### src/rtl/lsu_pkg.sv
// Shared definitions for the load/store unit: size codes, FSM encoding and
// request legality helpers.
package lsu_pkg;

  localparam logic [2:0] SZ_B  = 3'd0;
  localparam logic [2:0] SZ_H  = 3'd1;
  localparam logic [2:0] SZ_W  = 3'd2;
  localparam logic [2:0] SZ_BU = 3'd4;
  localparam logic [2:0] SZ_HU = 3'd5;

  typedef logic [1:0] state_t;
  localparam state_t ST_IDLE      = 2'd0;
  localparam state_t ST_LOAD_WAIT = 2'd1;
  localparam state_t ST_RMW_WAIT  = 2'd2;
  localparam state_t ST_RMW_WRITE = 2'd3;

  // Unsigned sizes only exist for loads.
  function automatic logic is_illegal_size(logic [2:0] size, logic we);
    case (size)
      SZ_B, SZ_H, SZ_W: is_illegal_size = 1'b0;
      SZ_BU, SZ_HU:     is_illegal_size = we;
      default:          is_illegal_size = 1'b1;
    endcase
  endfunction

  function automatic logic is_misaligned(logic [2:0] size, logic [1:0] off);
    case (size)
      SZ_H, SZ_HU: is_misaligned = off[0];
      SZ_W:        is_misaligned = (off != 2'b00);
      default:     is_misaligned = 1'b0;
    endcase
  endfunction

endpackage

### src/rtl/lsu_extract.sv
// Load lane select with sign/zero extension of a 32-bit memory word.
module lsu_extract
  import lsu_pkg::*;
(
  input  logic [31:0] word,
  input  logic [1:0]  off,
  input  logic [2:0]  size,
  output logic [31:0] result_c
);

  logic [7:0]  byte_c;
  logic [15:0] half_c;

  assign byte_c = word[{off, 3'b000} +: 8];
  assign half_c = word[{off[1], 4'b0000} +: 16];

  always_comb begin
    case (size)
      SZ_B:    result_c = {{24{byte_c[7]}}, byte_c};
      SZ_BU:   result_c = {24'h000000, byte_c};
      SZ_H:    result_c = {{16{half_c[15]}}, half_c};
      SZ_HU:   result_c = {16'h0000, half_c};
      default: result_c = word;
    endcase
  end

endmodule

### src/rtl/lsu_rmw.sv
// RV32 load/store unit driving a word-wide data_mem without byte enables;
// sub-word stores are read-modify-write. Optional counters: LSU_STATS_EN.
module lsu_rmw
  import lsu_pkg::*;
#(
  parameter int unsigned ADDR_W = 32,
  parameter int unsigned DATA_W = 32
) (
  input  logic              clk,
  input  logic              rst_n,
  input  logic              core_req_i,
  input  logic              core_we_i,
  input  logic [2:0]        core_size_i,
  input  logic [ADDR_W-1:0] core_addr_i,
  input  logic [DATA_W-1:0] core_wd_i,
  output logic [DATA_W-1:0] core_rd_o,
  output logic              core_stall_o,
  output logic              core_err_o,
  output logic [ADDR_W-1:0] mem_addr_o,
  output logic [DATA_W-1:0] mem_wd_o,
  output logic              mem_we_o,
  input  logic [DATA_W-1:0] mem_rd_i
`ifdef LSU_STATS_EN
  ,
  output logic [31:0]       stat_loads_o,
  output logic [31:0]       stat_stores_o,
  output logic [31:0]       stat_rmw_o,
  output logic [31:0]       stat_err_o
`endif
);

  state_t            state_q, state_d;
  logic [DATA_W-1:0] merge_q, merge_d, merged_c, load_c;
  logic [DATA_W-1:0] rd_c, wd_c;
  logic [1:0]        off;
  logic              bad_c, stall_c, err_c, we_c, sw_c;

  assign off   = core_addr_i[1:0];
  assign bad_c = is_illegal_size(core_size_i, core_we_i) | is_misaligned(core_size_i, off);

  lsu_extract u_extract (
    .word     (mem_rd_i),
    .off      (off),
    .size     (core_size_i),
    .result_c (load_c)
  );

  // Old word with the addressed lane replaced by the store data.
  always_comb begin
    merged_c = mem_rd_i;
    if (core_size_i == SZ_B) merged_c[{off, 3'b000} +: 8] = core_wd_i[7:0];
    else                     merged_c[{off[1], 4'b0000} +: 16] = core_wd_i[15:0];
  end

  always_ff @(posedge clk or negedge rst_n) begin
    if (!rst_n) begin
      state_q <= ST_IDLE;
      merge_q <= '0;
    end else begin
      state_q <= state_d;
      merge_q <= merge_d;
    end
  end

  // Next state and the combinational core/memory handshake.
  always_comb begin
    state_d = state_q;
    merge_d = merge_q;
    stall_c = 1'b0;
    err_c   = 1'b0;
    we_c    = 1'b0;
    sw_c    = 1'b0;
    wd_c    = '0;
    rd_c    = '0;
    case (state_q)
      ST_IDLE: begin
        if (core_req_i) begin
          if (bad_c) begin
            err_c = 1'b1;
          end else if (core_we_i && core_size_i == SZ_W) begin
            sw_c = 1'b1;
            we_c = 1'b1;
            wd_c = core_wd_i;
          end else begin
            stall_c = 1'b1;
            state_d = core_we_i ? ST_RMW_WAIT : ST_LOAD_WAIT;
          end
        end
      end
      ST_LOAD_WAIT: begin
        rd_c    = load_c;
        state_d = ST_IDLE;
      end
      ST_RMW_WAIT: begin
        merge_d = merged_c;
        stall_c = 1'b1;
        state_d = ST_RMW_WRITE;
      end
      ST_RMW_WRITE: begin
        we_c    = 1'b1;
        wd_c    = merge_q;
        state_d = ST_IDLE;
      end
      default: state_d = ST_IDLE;
    endcase
  end

  // Everything is held at zero while reset is asserted.
  assign core_rd_o    = rst_n ? rd_c : '0;
  assign core_stall_o = rst_n & stall_c;
  assign core_err_o   = rst_n & err_c;
  assign mem_we_o     = rst_n & we_c;
  assign mem_wd_o     = rst_n ? wd_c : '0;
  assign mem_addr_o   = rst_n ? {core_addr_i[ADDR_W-1:2], 2'b00} : '0;

`ifdef LSU_STATS_EN
  always_ff @(posedge clk or negedge rst_n) begin
    if (!rst_n) begin
      stat_loads_o  <= '0;
      stat_stores_o <= '0;
      stat_rmw_o    <= '0;
      stat_err_o    <= '0;
    end else begin
      if (state_q == ST_LOAD_WAIT)         stat_loads_o  <= stat_loads_o + 32'd1;
      if (sw_c || state_q == ST_RMW_WRITE) stat_stores_o <= stat_stores_o + 32'd1;
      if (state_q == ST_RMW_WRITE)         stat_rmw_o    <= stat_rmw_o + 32'd1;
      if (err_c)                           stat_err_o    <= stat_err_o + 32'd1;
    end
  end
`endif

endmodule

### config.mk
export PLATFORM = sky130hd
export DESIGN_NAME = lsu_rmw
export DESIGN_NICKNAME = d
export VERILOG_FILES = /design/src/rtl/lsu_pkg.sv /design/src/rtl/lsu_extract.sv /design/src/rtl/lsu_rmw.sv
export SDC_FILE = /design/constraint.sdc
export NUM_CORES = 1
export LEC_CHECK = 0
export BUFFER_PORTS_ARGS = -buffer_cell sky130_fd_sc_hd__buf_2
export CORE_MARGIN = 3
export CORE_UTILIZATION = 45
export CTS_BUF_LIST = sky130_fd_sc_hd__clkbuf_4 sky130_fd_sc_hd__clkbuf_8
export DETAILED_ROUTE_END_ITERATION = 16
export PLACE_DENSITY = 0.78
export SLEW_MARGIN = 20
export SYNTH_ARGS = -nofsm -noshare
export SYNTH_HDL_FRONTEND = slang
export SYNTH_SLANG_ARGS = --single-unit
### constraint.sdc
create_clock -name clk -period 4.4 [get_ports clk]
set_input_delay 0.88 -clock clk [delete_from_list [all_inputs] [get_ports clk]]
set_output_delay 0.88 -clock clk [all_outputs]
set_load 0.01 [all_outputs]
==> flow_metrics.env <==
export IMPL_status="complete, no violations"
export IMPL_hold_violations=0
export IMPL_maxSlewViolCount=0
export IMPL_drt_initial_drc_count=300
export IMPL_maxCapViolCount=0
export IMPL_finalPower_w=0.00182
export IMPL_ys_seq_elements=34
export IMPL_num_antenna_cells=0
export IMPL_nets=739
export IMPL_rsz0062_at_grt="false"
export IMPL_pin_count=202
export IMPL_leakagePower_nw=2.41
export IMPL_wirelength_mm=14.0
export IMPL_viasPerCell=5.91
export IMPL_drive_above_1_share=0.394
export IMPL_crit_start="core_addr_i[1]"
export IMPL_hold_start="merge_q[28]"
export IMPL_clk_latency_ps=290
export IMPL_numClockSinks=34
export IMPL_setup_ws_ps=766
export IMPL_dp_slack_ps=766
export IMPL_grt_max_degree=49
export IMPL_fmax_ghz=0.275
export IMPL_cts_buffers_inserted=5
export IMPL_cts_resized=0
export IMPL_fin_area_sq_um=4730
export IMPL_crit_type="in -> out"
export IMPL_worstReg2RegStart="state_q[0]"
export IMPL_required_ps=3520
export IMPL_track_usage=0.288
export IMPL_tightest_slew_ps=901
export IMPL_dr_pass1_iters=5
export IMPL_post_dp_cell_area_sq_um=4630
export IMPL_ir_worst_vdd_v=0.000179
export IMPL_clk_pin_slew_ps=70
export IMPL_slew_headroom=0.399
export IMPL_post_route_period_util=0.826
export IMPL_crit_fanout=27
export IMPL_vias=4323
export IMPL_worstSetupEndpointType="primary output"
export IMPL_fin_crit_ps=3630
export IMPL_hp_class="reg -> reg"
export IMPL_grt_pass1_vias=4027
export IMPL_post_cts_setup_buffer_count=0
export IMPL_cts_buffer_depth=2
export IMPL_hpwl_mm=10.8
export IMPL_synth_edff_count=0
export IMPL_seq_area_frac_synth=0.232
export IMPL_p_per_area_nw_per_um2=385
export IMPL_synth_cells=460
export IMPL_arrival_ps=2750
export IMPL_clockRootBuffer="clkbuf_8"
export IMPL_fin_setup_tns_ps=0
export IMPL_setup_viol=0
export IMPL_die_w_microns=96.3
export IMPL_die_area_sq_um=9280
export IMPL_core_sq_um=7810
export IMPL_num_rows=32
export IMPL_antenna_found_initial=0
export IMPL_cts_max_level=2
export IMPL_io_buffers=199
export IMPL_grt_pass1_wl_mm=20.6
export IMPL_synth_warnings=0
export IMPL_drc=0
export IMPL_initial_utilization=0.470
export IMPL_gp_congestion=0.936
export IMPL_area_growth_pct=28.7
export IMPL_fill_cells=729
export IMPL_clock_skew_ps=4.20
export IMPL_yosys_cell_types_count=49
export IMPL_grt_ovfl_total=0
export IMPL_ant_nets=0
export IMPL_syn_avg_cell_area_sq_um=7.98
export IMPL_async_flop_share=1.00
export IMPL_worstSetupStartpointType="input pin"
export IMPL_wl_per_cell_microns=19.1
export IMPL_tritoncts="done"
export IMPL_dieHeight_microns=96.3
export IMPL_synth_top_flop_cell="dfrtp_1"
export IMPL_netlist_area_sq_um=3670
export IMPL_cts_hold_buf=0
cells by family after synthesis:
family | count (synthesis) | share of synthesized area
buffers and inverters | 69 | 0.0862
muxes | 20 | 0.0630
and+or+nand+nor | 163 | 0.245
adders and majority gates | 8 | 0.0273
DFF | 34 | 0.232
other | 1 | 0.00102
AOI/OAI and AO/OA | 165 | 0.346
layer usage:
layer / vias to the layer above / share of wire / wire [microns] / GRT usage
met1: 2032 / 0.41 / 5740 / 0.360
met3: 39 / 0.075 / 1040 / 0.0391
met5: - / 0 / 0 / 0
met2: 222 / 0.48 / 6650 / 0.495
met4: 0 / 0.038 / 535 / 0.124
li1: 2030 / - / - / -
cell type report:
cell class	count	area, sq um	share of cell area
sequential	34	851	0.180
timing repair buffer	208	1060	0.225
multi-input combinational	358	2510	0.531
clock inverter	2	12.5	0.00265
clock buffer	6	82.6	0.0175
tap	102	128	0.0270
inverter	21	78.8	0.0167
per-stage QoR:
step           instances  hold WS, ps   util
6_report             731          488  0.605
5_1_grt              731          513  0.605
4_1_cts              731          489  0.605
3_5_place_dp         723          472  0.593
3_3_place_gp         723          468  0.593
2_1_floorplan        461          455      -
power breakdown:
part / switching (W) / internal [W]
Sequential: 0.0000969 / 0.000470
Clock: 0.000124 / 0.000126
Combinational: 0.000557 / 0.000448
Total: 0.000778 / 0.00104
flip-flops by register name, summed over array words and instances (netlist names):
signal	cells
state_q	2
merge_q	32
path summary, 6_finish.rpt:
check | to | slack (ps) | depth (start not counted)
min reg2reg | merge_q[28] | 490 | 1
max reg2reg | merge_q[4] | 1680 | 6
min | merge_q[28] | 490 | 1
max | mem_wd_o[23] | 770 | 9
min in group asynchronous | merge_q[2] | 510 | 1
max in group asynchronous | merge_q[12] | 3010 | 2
cell usage in the layout (no fill, tap or decap), drive strengths merged, types with 4 or more instances in the layout:
master	instances
nor2b	45
o21ai	4
inv	21
ha	8
buf	208
mux2	15
a22oi	32
a21oi	24
and2	31
a221oi	8
nor3	13
o221a	6
mux2i	4
a221o	9
nor2	47
a22o	8
clkbuf	6
nand2b	6
a31oi	9
a21o	16
a211oi	32
a2bb2oi	8
dfrtp	34
nand2	12
synthesized netlist by cell type (2+ instances only):
cell type | instances | area (sq um)
nand2_1 | 12 | 45.0
a22oi_1 | 32 | 240
a211oi_1 | 30 | 225
clkbuf_1 | 24 | 90.1
nand2b_1 | 6 | 37.5
a221oi_1 | 8 | 70.1
nor2_2 | 2 | 12.5
inv_1 | 21 | 78.8
buf_1 | 2 | 7.51
o22ai_1 | 2 | 12.5
a21o_1 | 16 | 120
a22o_1 | 8 | 70.1
dfrtp_1 | 34 | 851
o21ai_0 | 4 | 20.0
buf_2 | 13 | 65.1
a31oi_1 | 9 | 56.3
nor2b_1 | 45 | 282
buf_4 | 7 | 52.6
a211oi_4 | 2 | 40.0
mux2i_1 | 4 | 40.0
nor2_1 | 45 | 169
mux2_2 | 15 | 169
ha_1 | 8 | 100
a21oi_1 | 23 | 115
and2_1 | 31 | 194
buf_6 | 2 | 22.5
a211o_1 | 2 | 17.5
o221a_2 | 6 | 67.6
a2bb2oi_1 | 8 | 70.1
a221o_1 | 9 | 90.1
nor3_1 | 12 | 60.1
worst max-delay path, stage by stage:
cell and delay, ps:
buf_2 280, inv_1 190, ha_1 360, nand3_1 180, nor4_4 200, buf_4 270
a22oi_1 100, nor2_1 130, buf_2 140
(Power assumes the default switching activity.)
